===== src/rtl/player_hit_manager.sv =====
// rtl/player_hit_manager.sv - bullet/ship hit detection, lives, invulnerability and blink control
module player_hit_manager #(
    parameter int VIDAS_INICIAIS = 3,
    parameter int NAVE_W         = 40,
    parameter int NAVE_H         = 20,
    parameter int MUNICAO_H      = 20,
    parameter int INVUL_CYCLES   = 100000000,
    parameter int BLINK_CYCLES   = 5000000
) (
    input  logic        clk,
    input  logic        reset,
    input  logic [10:0] posX_Municao2,
    input  logic [10:0] posY_Municao2,
    input  logic [10:0] posX_nave,
    input  logic [10:0] posY_nave,
    output logic        hit,
    output logic [2:0]  vidas,
    output logic        invulneravel,
    output logic        nave_visivel,
    output logic        game_over
);

    localparam int INV_W = $clog2(INVUL_CYCLES + 1);
    localparam int BLK_W = $clog2(BLINK_CYCLES + 1);
    localparam logic [INV_W-1:0] INV_LAST = INV_W'(INVUL_CYCLES - 1);
    localparam logic [BLK_W-1:0] BLK_LAST = BLK_W'(BLINK_CYCLES - 1);
    localparam logic [11:0] MH1 = 12'(MUNICAO_H - 1);
    localparam logic [11:0] NW1 = 12'(NAVE_W - 1);
    localparam logic [11:0] NH1 = 12'(NAVE_H - 1);

    typedef enum logic [1:0] {JOGANDO, INVULNERAVEL, GAME_OVER} state_t;

    state_t             state_q, state_d;
    logic [INV_W-1:0]   inv_cnt, inv_cnt_d;
    logic [BLK_W-1:0]   blink_cnt, blink_cnt_d;
    logic               overlap, overlap_q, armed, armed_d;
    logic               hit_d, invul_d, vis_d, go_d;
    logic [2:0]         vidas_d;
    logic [11:0]        bx, by, btop, px, py;

    // 12-bit operands so box edge sums never wrap
    assign bx   = {1'b0, posX_Municao2};
    assign by   = {1'b0, posY_Municao2};
    assign px   = {1'b0, posX_nave};
    assign py   = {1'b0, posY_nave};
    assign btop = (by < MH1) ? 12'd0 : by - MH1;

    assign overlap = (by != 12'd0) && (bx >= px) && (bx <= px + NW1)
                     && (btop <= py + NH1) && (by >= py);

    always_comb begin
        state_d     = state_q;
        hit_d       = 1'b0;
        vidas_d     = vidas;
        invul_d     = invulneravel;
        vis_d       = nave_visivel;
        go_d        = game_over;
        inv_cnt_d   = inv_cnt;
        blink_cnt_d = blink_cnt;
        armed_d     = armed | ~overlap_q;
        case (state_q)
            JOGANDO: begin
                invul_d = 1'b0;
                vis_d   = 1'b1;
                if (overlap_q && armed) begin
                    hit_d   = 1'b1;
                    armed_d = 1'b0;
                    if (vidas <= 3'd1) begin
                        state_d = GAME_OVER;
                        vidas_d = 3'd0;
                        go_d    = 1'b1;
                        vis_d   = 1'b0;
                    end else begin
                        state_d     = INVULNERAVEL;
                        vidas_d     = vidas - 3'd1;
                        invul_d     = 1'b1;
                        inv_cnt_d   = '0;
                        blink_cnt_d = '0;
                    end
                end
            end
            INVULNERAVEL: begin
                if (inv_cnt == INV_LAST) begin
                    state_d     = JOGANDO;
                    invul_d     = 1'b0;
                    vis_d       = 1'b1;
                    inv_cnt_d   = '0;
                    blink_cnt_d = '0;
                end else begin
                    inv_cnt_d = inv_cnt + INV_W'(1);
                    if (blink_cnt == BLK_LAST) begin
                        blink_cnt_d = '0;
                        vis_d       = ~nave_visivel;
                    end else begin
                        blink_cnt_d = blink_cnt + BLK_W'(1);
                    end
                end
            end
            GAME_OVER: begin
                go_d    = 1'b1;
                vis_d   = 1'b0;
                invul_d = 1'b0;
                vidas_d = 3'd0;
            end
            default: state_d = JOGANDO;
        endcase
    end

    always_ff @(posedge clk) begin
        if (!reset) begin
            state_q      <= JOGANDO;
            hit          <= 1'b0;
            vidas        <= 3'(VIDAS_INICIAIS);
            invulneravel <= 1'b0;
            nave_visivel <= 1'b1;
            game_over    <= 1'b0;
            overlap_q    <= 1'b0;
            armed        <= 1'b1;
            inv_cnt      <= '0;
            blink_cnt    <= '0;
        end else begin
            state_q      <= state_d;
            hit          <= hit_d;
            vidas        <= vidas_d;
            invulneravel <= invul_d;
            nave_visivel <= vis_d;
            game_over    <= go_d;
            overlap_q    <= overlap;
            armed        <= armed_d;
            inv_cnt      <= inv_cnt_d;
            blink_cnt    <= blink_cnt_d;
        end
    end

endmodule

===== config.mk =====
export PLATFORM = sky130hd
export DESIGN_NAME = player_hit_manager
export DESIGN_NICKNAME = d
export VERILOG_FILES = /design/src/rtl/player_hit_manager.sv
export SDC_FILE = /design/constraint.sdc
export NUM_CORES = 1
export LEC_CHECK = 0
export BUFFER_PORTS_ARGS = -buffer_cell sky130_fd_sc_hd__buf_2
export CAP_MARGIN = 20
export CORE_UTILIZATION = 40
export CTS_CLUSTER_DIAMETER = 100
export DETAILED_ROUTE_END_ITERATION = 12
export MAX_ROUTING_LAYER = met4
export PLACE_DENSITY = 0.65
export RECOVER_POWER = 25
export SYNTH_ARGS = -nofsm -noshare
export SYNTH_HDL_FRONTEND = slang
export SYNTH_SLANG_ARGS = --single-unit

===== constraint.sdc =====
create_clock -name clk -period 2.7 [get_ports clk]
set_input_delay 0.135 -clock clk [delete_from_list [all_inputs] [get_ports clk]]
set_output_delay 0.135 -clock clk [all_outputs]
set_load 0.01 [all_outputs]

# Word level (Yosys, flattened, before mapping)
# Index checks and enable logic that the tools add are counted.
[op_classes] add_sub_neg=6 magnitude_cmp=6 n_eq_ne=9 n_mux=31 bitwise_logic=4 reduce_logical=17
[ops] op="$mux W23" count=4
[ops] op="$mux W27" count=3
[ops] op="$pmux W27 S2" count=1
[ops] op="$pmux W23 S2" count=1
[ops] op="$add A27 B1 Y27 const B" count=1
[ops] op="$eq A27 B27 Y1 const B" count=1
[ops] op="$add A23 B1 Y23 const B" count=1
[ops] op="$eq A23 B23 Y1 const B" count=1
[ops] op="$ge A11 B11 Y1" count=2
[ops] op="$add A11 B5 Y12 const B" count=1
[ops] op="$add A11 B6 Y12 const B" count=1
[ops] op="$le A11 B12 Y1" count=1
[ops] op="$le A12 B12 Y1" count=1
[ops] op="$mux W12" count=1
[ops] op="$reduce_bool A12 Y1" count=1
[ops] op="$sub A11 B5 Y12 const B" count=1
[ops] op="$lt A11 B5 Y1 const B" count=1
[ops] op="$mux W1" count=11
[ops] op="$reduce_and A3 Y1" count=3
[ops] op="$ne A2 B2 Y1 const B" count=4
[ops] op="$reduce_and A2 Y1" count=4
[ops] op="$mux W2" count=3
[ops] op="$mux W3" count=2
[ops] op="$pmux W1 S3" count=2
[ops] op="other kinds (14)" count=21
[totals] reg_bits=61 input_bits=46 output_inout_bits=7

# Depth between registers and ports, before layout
# Gate-level depths: netlist (run 1).
[logic_depth] ltp_word=5 mapped_depth=13 ltp_nobuf=13

# Least setup slack after synthesis (run 1)
# OpenSTA, ideal clock, no wires.
[synth_timing] path_type="input to register" start="in posY_Municao2[0]" end="reg overlap_q" arrival_ns=2.051 required_ns=2.585 setup_slack_ns=0.535 stages=10 n_path_buf=0 cell_sequence="ha_1 > o31a_1 > nand2b_1 > or4_1 > nand2_1 > ha_1 > nand4_1 > nand2b_1 > a31oi_1 > a2111oi_0"
[synth_via] elab_chain_cells=5
[synth_lines] element="from (decl)" line_no="13" source="input logic [10:0] posY_Municao2,"
[synth_lines] element="$sub A11 B5 Y12, or another cell as far along" line_no="46" source="assign btop = (by < MH1) ? 12'd0 : by - MH1;"
[synth_lines] element="$mux W12 / $logic_and A1 B1 Y1 (equally long branches)" line_no="46, 48"
[synth_lines] element="$le A12 B12 Y1 / $logic_and A1 B1 Y1 (equally long branches)" line_no="49, 48"
[synth_lines] element="$logic_and A1 B1 Y1" line_no="49" source="&& (btop <= py + NH1) && (by >= py);"
[synth_lines] element="$logic_and A1 B1 Y1 (*)" line_no="49"
[synth_lines] element="to (signal assigned)" line_no="128" source="overlap_q <= overlap;"
[synth_lines] element="to (decl)" line_no="36" source="logic overlap, overlap_q, armed, armed_d;"
# Every way passes the cells marked *; elsewhere a longest branch is shown, timed or not.
# A chain may end at the register's enable or synchronous reset.

# Worst setup path in the final report (run 1)
[layout_timing] start="reg inv_cnt[0]" end="reg state_q[0]"
[layout_via] elab_chain_cells=3
[layout_lines] element="from (decl)" line_no="34" source="logic [INV_W-1:0] inv_cnt, inv_cnt_d;"
[layout_lines] element="from (signal assigned)" line_no="130" source="inv_cnt <= inv_cnt_d;"
[layout_lines] element="$eq A27 B27 Y1" line_no="83" source="if (inv_cnt == INV_LAST) begin"
[layout_lines] element="$ne A2 B2 Y1 (no source line)"
[layout_lines] element="$reduce_and A3 Y1 (no source line)"
[layout_lines] element="to (signal assigned)" line_no="122" source="state_q <= state_d;"
[layout_lines] element="to (decl)" line_no="33" source="state_t state_q, state_d;"
# No other way between the ends.

==> results of run 1 <==
[through the flow]
step	area (um^2)	utilization [%]
after floorplan	4730	-
after global placement	5175	45.13
after detailed placement	5175	45.13
after CTS	5455	47.57
after global routing	5446	47.50
final	5446	47.50
[power groups by stage]
stage	Clock [mW]	Sequential (mW)	Combinational, mW
floorplan	0	0.944	0.328
global placement	0	0.944	0.461
detailed placement	0	0.944	0.468
CTS	1.10	0.925	0.471
global route	1.14	0.927	0.537
finish	1.07	0.926	0.471
[registers in the layout, indices dropped and copies added, names as in the netlist]
| name | cells |
|---|---|
| armed | 1 |
| overlap_q | 1 |
| blink_cnt | 23 |
| game_over | 1 |
| state_q | 2 |
| vidas | 3 |
| hit | 1 |
| inv_cnt | 27 |
| nave_visivel | 1 |
| invulneravel | 1 |
[cell families after synthesis]
kind of cell | count (synthesis)
AOI/OAI and AO/OA | 124
xor gates and xnor gates | 69
adders and majority gates | 57
buffers and inverters | 59
DFF | 61
muxes | 2
and+or+nand+nor | 208
[layout by cell type, fill, tap and decap left out, drive strengths merged, types with 6 or more instances in the layout]
master    n
a2111oi  12
a211oi   26
a21oi    26
and3     11
and4      7
buf      53
clkbuf   20
dfxtp    61
ha       57
inv      41
nand2    38
nand3    27
nand4    17
nor2     50
nor3     29
o211ai    9
o21ai    19
or4       6
xnor2    58
xor2     11
[final timing paths]
path / end / slack [ns]
setup / recovery: state_q[0] / 0.41
hold / removal: armed / 0.07
setup reg to reg: state_q[0] / 0.41
hold reg to reg: armed / 0.48
[area by class of cell]
type	instances	area, um^2
Timing Repair Buffer	60	336.6
Inverter	42	157.7
Multi-Input combinational cell	460	3272
Clock inverter	3	20.02
Clock buffer	13	260.3
Sequential cell	61	1221
Fill cell	1125	6021
Tap cell	143	178.9
[layer usage]
metal	wire length [um]	part of all wire, %	GRT usage (%)
met1	5272	48	24.61
met2	4968	46	31.55
met3	421	3.9	3.554
met4	228	2.1	7.822
met5	0	0	-
==> impl_metrics.csv, run 1 <==
group,metric,value,unit
run_status,status,"completed",
yosys,muxShareOfSynthArea,0.4233,%
cts,clock_path_buffers,2,
job,cap_violations,0,
global_route,grt_pass1_vias,4343,
sta,skew,0.007530,ns
finish,syn_to_final_growth,15.16,%
place,place_inst,766,
sta,setup_slack,0.4089,ns
yosys,yosysMostFrequentCell,"dfxtp_1",
global_route,antenna_found_initial,0,
critical_path,timing.rr.start,"inv_cnt[0]",
global_route,grt_overflow,0,
yosys,synth_top_family_by_area,"simple AND/OR/NAND/NOR gates",
power_and_ir_drop,vdd_ir_drop_max,0.3246,mV
power_and_ir_drop,switchingPower,0.6904,mW
drt,via_per_inst,5.578,
critical_path,crit_type,"flip-flop to flip-flop",
yosys,ys.flop_type,"dfxtp_1",
worst_hold_path,worstHoldPathType,"input pin to flip-flop",
cts,clkTransAtPathRegs,0.05,ns
critical_path,worstPathArrival,2.55,ns
yosys,synth_top_cell_area_share,25.82,%
power_and_ir_drop,p_per_area,453.1,nW/um^2
cts,h-tree-depth,3,
yosys,synth_area_leaders,"dfxtp_1, ha_1, xnor2_1, a211oi_1, nor2_1",
sta,tightest_slew,0.5519,ns
sta,setup_viol,0,
yosys,synth_seq_cells,61,
floorplanning,std_cell_rows,39,
yosys,synthCells,580,
drt,routedWlPerCell,13.93,um
yosys,synthAdderAreaFrac,15.08,%
cts,numCtsBuffers,9,
cts,cts_tree,"built",
place,dpl_worst_slack,0.1517,ns
floorplanning,dieHeight,110.7,um
critical_path,worstPathCellList,"ha_1, and4_1, nand4_1, o31a_1, or4_1, a21oi_1",
yosys,synthTopCellsByCount,"dfxtp_1, xnor2_1, ha_1",
finish,nets,737,
yosys,syn-num-nets,683,
critical_path,critPathTopFamily,"simple AND/OR/NAND/NOR gates",
finish,stdcell_count,782,
worst_hold_path,worstHoldPathCells,2,
yosys,yosys_warnings,0,
power_and_ir_drop,total_power,2.468,mW
power_and_ir_drop,p_int,1.777,mW
yosys,synth.distinct_cells,52,
global_route,grt_use_total,19.72,%
drt,route.vias.total,4362,
cts,ctsHoldBuffers,0,
global_route,grt_max_degree,38,
drt,wirelength,10890,um
finish,drive_above_1_share,11.42,%
critical_path,cp-startpoint,"inv_cnt[0]",
worst_hold_path,hp-start,"reset",
yosys,yosysSeqAreaShare,25.82,%
place,hpwl,8215,um
drt,drt-initial-drc-count,269,
critical_path,critPathLaunchType,"flip-flop",
power_and_ir_drop,leakage,2.118,nW
drt,drc,0,
critical_path,path_depth,6,
sta,report.final.slew_viol_count,0,
critical_path,crit_path_end_kind,"flip-flop",
floorplanning,core-area,11470,um^2
global_route,grt_pass1_wl,19730,um
critical_path,path_max_fanout,11,
critical_path,slowest_delay,0.52,ns
yosys,synth-simple-area-share,22.41,%
yosys,avgSynthCellArea,8.154,um^2
yosys,synth_compound_area_share,18.41,%
drt,firstDrtPassIters,5,
yosys,netlist_area,4730,um^2
place,portBuffers,52,
yosys,yosys.area.top_type,"dfxtp_1",
critical_path,required,2.96,ns
cts,post_cts_buffers,0,
critical_path,ff2ff_path_depth,6,
cts,clk_latency,0.33,ns
sta,max_slew_margin,62.26,%
sta,hold_viol,0,
power_and_ir_drop,switching_share,27.98,%
floorplanning,fp.dieW,110.7,um
sta,rsz0062_at_grt,"no",
critical_path,slowest_stage,"or4_1",
power_and_ir_drop,clockPowerShare,43.4,%
sta,holdWs,0.06872,ns
drt,final_antenna_net_count,0,
floorplanning,ios,53,
yosys,synth_edf_count,0,
cts,clock-sinks,61,
power_and_ir_drop,power_frac_seq,37.5,%
sta,min_period,2.291,ns
sta,fin_tns_setup,0,ns
critical_path,crit_buf_inv,0,
floorplanning,initial_utilization,41.24,%
finish,diodes,0,
sta,finalCritPeriodShare,84.86,%
place,gp_congestion,0.8512,
yosys,ys_async_sr_fraction,0,%
floorplanning,die-area,12260,um^2
yosys,synth_xor_area_share,12.78,%
sta,max_freq,0.4365,GHz
cts,cts-root-buf,"clkbuf_16",
power_and_ir_drop,power_frac_comb,19.1,%
cts,ctsResizeCount,0,
No activity file was read; power rests on OpenSTA's default activity.
==> run 2: changes to the inputs <==
Clock period 2.7 ns to 2.25 ns, I/O delays scaled along.
==> run 2 against run 1 <==
  * Fmax is 10% higher
  * Sequential power is 20% higher
  * Flip-flop and latch count stayed put
  * Wire length is 7.8% higher
  * Worst setup slack worse by 0.23 ns
  * Die area stayed put
  * Clock skew hardly changed
  * Combinational power is 34% higher
  * Clock power is 41% higher
  * Final area is 7.8% higher
  * Register-to-register slack worse by 0.23 ns
  * Critical path depth stayed put
  * Highest routed layer unchanged
==> impl_metrics.csv, run 2 (synthesized netlist as in run 1, its figures left out) <==
group,metric,value,unit
cts,cts-root-buf,"clkbuf_16",
sta,max_slew_margin,61.02,%
finish,diodes,0,
floorplanning,initial_utilization,41.24,%
critical_path,crit_path_end_kind,"flip-flop",
finish,drive_above_1_share,17.52,%
sta,max_freq,0.4820,GHz
floorplanning,core-area,11470,um^2
cts,h-tree-depth,3,
worst_hold_path,worstHoldPathType,"input pin to flip-flop",
global_route,grt_max_degree,38,
sta,skew,0.007598,ns
critical_path,path_max_fanout,23,
drt,firstDrtPassIters,5,
place,dpl_worst_slack,-0.1285,ns
cts,cts_tree,"built",
drt,drc,0,
critical_path,critPathTopFamily,"simple AND/OR/NAND/NOR gates",
drt,route.vias.total,4556,
global_route,grt_use_total,20.79,%
place,placed_area,5545,um^2
sta,min_period,2.075,ns
critical_path,required,2.45,ns
drt,routedWlPerCell,14.18,um
drt,final_antenna_net_count,0,
critical_path,slowest_stage,"or4_1",
sta,fin_tns_setup,0,ns
cts,numCtsBuffers,9,
finish,syn_to_final_growth,24.18,%
place,gp_congestion,0.8510,
critical_path,critPathLaunchType,"flip-flop",
finish,largest_reg_flops,27,
power_and_ir_drop,total_power,3.256,mW
sta,setup_slack,0.1751,ns
drt,drt-initial-drc-count,248,
global_route,antenna_found_initial,0,
power_and_ir_drop,p_per_area,554.4,nW/um^2
cts,clkTransAtPathRegs,0.05,ns
cts,ctsHoldBuffers,0,
finish,final_area,5873,um^2
sta,hold_viol,0,
finish,nets,783,
sta,holdWs,0.04195,ns
finish,layout_commonest_cell,"dfxtp_1",
finish,final_cell_mix,"dfxtp_1, xnor2_1, ha_1, nor2_1, buf_4",
run_status,status,"completed",
cts,post_cts_buffers,0,
finish,top_regs,"inv_cnt: 27 flops, blink_cnt: 23 flops, vidas: 3 flops",
sta,tightest_slew,0.5846,ns
cts,clock-sinks,61,
drt,wirelength,11740,um
critical_path,worstPathArrival,2.27,ns
floorplanning,ios,53,
finish,top_register,"inv_cnt",
job,cap_violations,0,
cts,clk_latency,0.33,ns
drt,via_per_inst,5.502,
floorplanning,fp.dieW,110.7,um
place,hpwl,8987,um
sta,rsz0062_at_grt,"yes",
floorplanning,dieHeight,110.7,um
floorplanning,die-area,12260,um^2
global_route,grt_overflow,0,
critical_path,worstPathCellList,"nor4b_1, nand4_1, or4_1, a21oi_2, buf_12, nor3_1",
drt,wl_met1,5621,um
sta,report.final.slew_viol_count,0,
drt,highest_layer,"met4",
drt,wl_met2,5416,um
place,portBuffers,52,
sta,setup_viol,0,
sta,finalCritPeriodShare,92.22,%
drt,wl_met3,518,um
global_route,grt_pass1_wl,20600,um
power_and_ir_drop,vdd_ir_drop_max,0.6479,mV
critical_path,slowest_delay,0.63,ns
cts,clock_path_buffers,2,
global_route,grt_pass1_vias,4448,
critical_path,crit_type,"flip-flop to flip-flop",
power_and_ir_drop,leakage,2.372,nW
critical_path,crit_buf_inv,1,
floorplanning,std_cell_rows,39,
[run 2: repair_timing]
action,in CTS,in global routing
gates resized for setup,0,6
endpoints found under the hold margin,0,0
setup endpoints to repair,0,20
[run 2: power by group]
part | switching, mW | total, mW | internal [mW]
sequential | 0.0134 | 1.11 | 1.10
combinational | 0.353 | 0.633 | 0.280
clock | 0.483 | 1.51 | 1.03
[run 2: metrics by stage]
| stage | instances | utilization, % |
|---|---|---|
| after floorplan | 580 | - |
| after global placement | 812 | 48.36 |
| after detailed placement | 812 | 48.36 |
| after CTS | 828 | 51.22 |
| after global routing | 828 | 51.22 |
| final | 828 | 51.22 |
[run 2: worst paths after layout]
kind / from / to / slack [ns] / depth (start not counted)
worst max-delay path: blink_cnt[7] / blink_cnt[3] / 0.18 / 6
worst min-delay path: reset / armed / 0.04 / 2
worst max register to register: blink_cnt[7] / blink_cnt[3] / 0.18 / 6
worst min register to register: invulneravel / invulneravel / 0.48 / 2
[run 2: layer usage]
metal,global-route usage (%),vias to the layer above
met4,5.778,0
met1,26.79,2096
met2,32.84,110
met5,-,-
li1,-,2332
met3,4.483,18
[run 2: cell type report]
cell class	count	area, um^2
inverter	42	157.7
clock inverter	3	67.56
tap	143	178.9
multi-input combinational	460	3287
fill	1049	5594
timing repair buffer	106	700.7
sequential	61	1221
clock buffer	13	260.3
==> run 3: changes to the inputs <==
Settings changed: GPL_TIMING_DRIVEN set to 0.
==> run 3 against run 2 <==
  * The flow now finishes with violations (negative setup slack)
  * Non-clock buffer count decreased by 34
  * Total power down 5.7%
  * Worst setup slack lost 0.23 ns
  * Global-route usage down 1.2 points
  * Flip-flop and latch count stayed put
  * Register-to-register slack worse by 0.15 ns
  * Core utilization shrank 1.2 points
  * Highest routed layer unchanged
  * Die area unchanged
  * First-iteration DRC count is 2.0% lower
  * Largest power group unchanged
==> impl_metrics.csv, run 3 (synthesized netlist as in run 1, its figures left out) <==
group,metric,value,unit
global_route,grt_use_total,19.64,%
finish,final_cell_mix,"dfxtp_1, xnor2_1, ha_1, nor2_1, buf_2",
cts,cts_tree,"built",
sta,finalCritPeriodShare,102.3,%
global_route,grt_pass1_wl,19640,um
sta,report.final.slew_viol_count,0,
cts,clock-sinks,61,
critical_path,path_max_fanout,5,
critical_path,reg2reg_setup_slack,0.03,ns
drt,via_per_inst,5.651,
critical_path,required,2.47,ns
job,cap_violations,0,
finish,diodes,0,
worst_hold_path,worstHoldPathCells,2,
finish,nets,749,
global_route,grt_pass1_vias,4359,
floorplanning,std_cell_rows,39,
run_status,violations,"negative setup slack",
critical_path,r2r-end,"blink_cnt[4]",
finish,layout_commonest_cell,"dfxtp_1",
place,portBuffers,52,
cts,clock_path_buffers,2,
cts,h-tree-depth,3,
sta,setup_viol,1,
floorplanning,fp.dieW,110.7,um
global_route,grt_max_degree,11,
finish,stdcell_count,793,
drt,drt-initial-drc-count,243,
sta,max_freq,0.4343,GHz
critical_path,crit_type,"input pin to flip-flop",
finish,largest_reg_flops,27,
place,gp_congestion,0.9123,
cts,clk_latency,0.33,ns
drt,wirelength,11670,um
critical_path,critPathLaunchType,"input pin",
cts,numCtsBuffers,9,
drt,routedWlPerCell,14.71,um
drt,drc,0,
worst_hold_path,worstHoldPathType,"input pin to flip-flop",
power_and_ir_drop,vdd_ir_drop_max,0.3739,mV
sta,skew,0.007463,ns
sta,min_period,2.303,ns
cts,clkTransAtPathRegs,0.05,ns
sta,hold_viol,0,
critical_path,worstPathArrival,2.52,ns
run_status,status,"finished, violations left",
floorplanning,core-area,11470,um^2
power_and_ir_drop,p_per_area,534.9,nW/um^2
place,hpwl,8636,um
finish,top_register,"inv_cnt",
critical_path,ff2ff_path_depth,6,
sta,max_slew_margin,65.09,%
cts,cts-root-buf,"clkbuf_16",
floorplanning,die-area,12260,um^2
floorplanning,ios,53,
sta,setup_slack,-0.05262,ns
drt,route.vias.total,4481,
finish,drive_above_1_share,17.38,%
power_and_ir_drop,leakage,2.186,nW
critical_path,timing.rr.start,"blink_cnt[3]",
worst_hold_path,hp-start,"reset",
worst_hold_path,hold_path_end,"vidas[0]",
global_route,antenna_found_initial,0,
finish,syn_to_final_growth,21.35,%
global_route,grt_overflow,0,
floorplanning,initial_utilization,41.24,%
drt,firstDrtPassIters,6,
finish,top_regs,"inv_cnt: 27 flops, blink_cnt: 23 flops, vidas: 3 flops",
drt,final_antenna_net_count,0,
floorplanning,dieHeight,110.7,um
sta,holdWs,0.05934,ns
place,dpl_worst_slack,-0.7315,ns
place,place_inst,775,
critical_path,crit_path_end_kind,"flip-flop",
power_and_ir_drop,total_power,3.070,mW
sta,tightest_slew,0.5104,ns
sta,rsz0062_at_grt,"yes",
[run 3: cell count changes in the layout (fill, tap and decap cells not counted), moves of 4 or more]
cell	previous run	this run
a2111oi_0	8	2
a2111oi_2	2	6
buf_12	4	0
buf_4	48	6
clkbuf_1	10	14
ha_1	57	52
[run 3: power breakdown]
part	internal, mW	total, mW	switching [mW]	leakage, nW
combinational	0.268	0.644	0.375	1.56
sequential	1.10	1.11	0.0156	0.493
clock	0.843	1.31	0.471	0.138
[run 3: metal layers]
metal  global-route usage (%)  wire length (um)
met4                    5.689               147
met1                    25.29              5517
met2                    31.35              5550
met3                    3.663               450
met5                        -                 0
[run 3: timing repair]
action | CTS | global route
gates resized for setup | 22 | 54
endpoints found under the setup margin | 41 | 49
hold buffers | 0 | 0
pin swaps | 0 | 15
buffers inserted | 0 | 3
[run 3: worst max-delay path by stage]
stage	slack, ns	to	from	depth (start not counted)
global placement	-0.65	overlap_q	posY_Municao2[0]	11
floorplan	0.11	overlap_q	posY_Municao2[0]	10
finish	-0.05	overlap_q	posY_Municao2[1]	11
CTS	-0.08	overlap_q	posY_Municao2[0]	11
detailed placement	-0.73	overlap_q	posX_nave[0]	12
global route	-0.14	overlap_q	posY_Municao2[1]	11
[run 3: worst max-delay path: stages]
cell	delay (ns)
buf_8	0.11
ha_4	0.16
o31a_1	0.34
nand2b_4	0.18
or4_4	0.53
nand2_4	0.09
ha_4	0.19
nand4_1	0.18
a211o_1	0.18
a31oi_4	0.10
a2111oi_4	0.36
[run 3: cell type report]
| class | count | area, um^2 |
|---|---|---|
| clock inverters | 5 | 52.55 |
| well taps | 143 | 178.9 |
| clock buffers | 10 | 229.0 |
| plain buffers | 17 | 102.6 |
| fillers | 1035 | 5728 |
| multi-input cells | 460 | 3501 |
| repair buffers | 55 | 294.0 |
| inverters | 42 | 157.7 |
| flip-flops and latches | 61 | 1224 |
[run 3: per-stage QoR]
| step | TNS, ns | util [%] | instance area (um^2) |
|---|---|---|---|
| after floorplan | 0 | - | 4730 |
| after CTS | -0.07959 | 48.01 | 5505 |
| after global routing | -2.313 | 50.05 | 5739 |
| after detailed placement | -3.910 | 45.07 | 5169 |
| final | -0.05262 | 50.05 | 5739 |
| after global placement | -3.748 | 45.07 | 5169 |
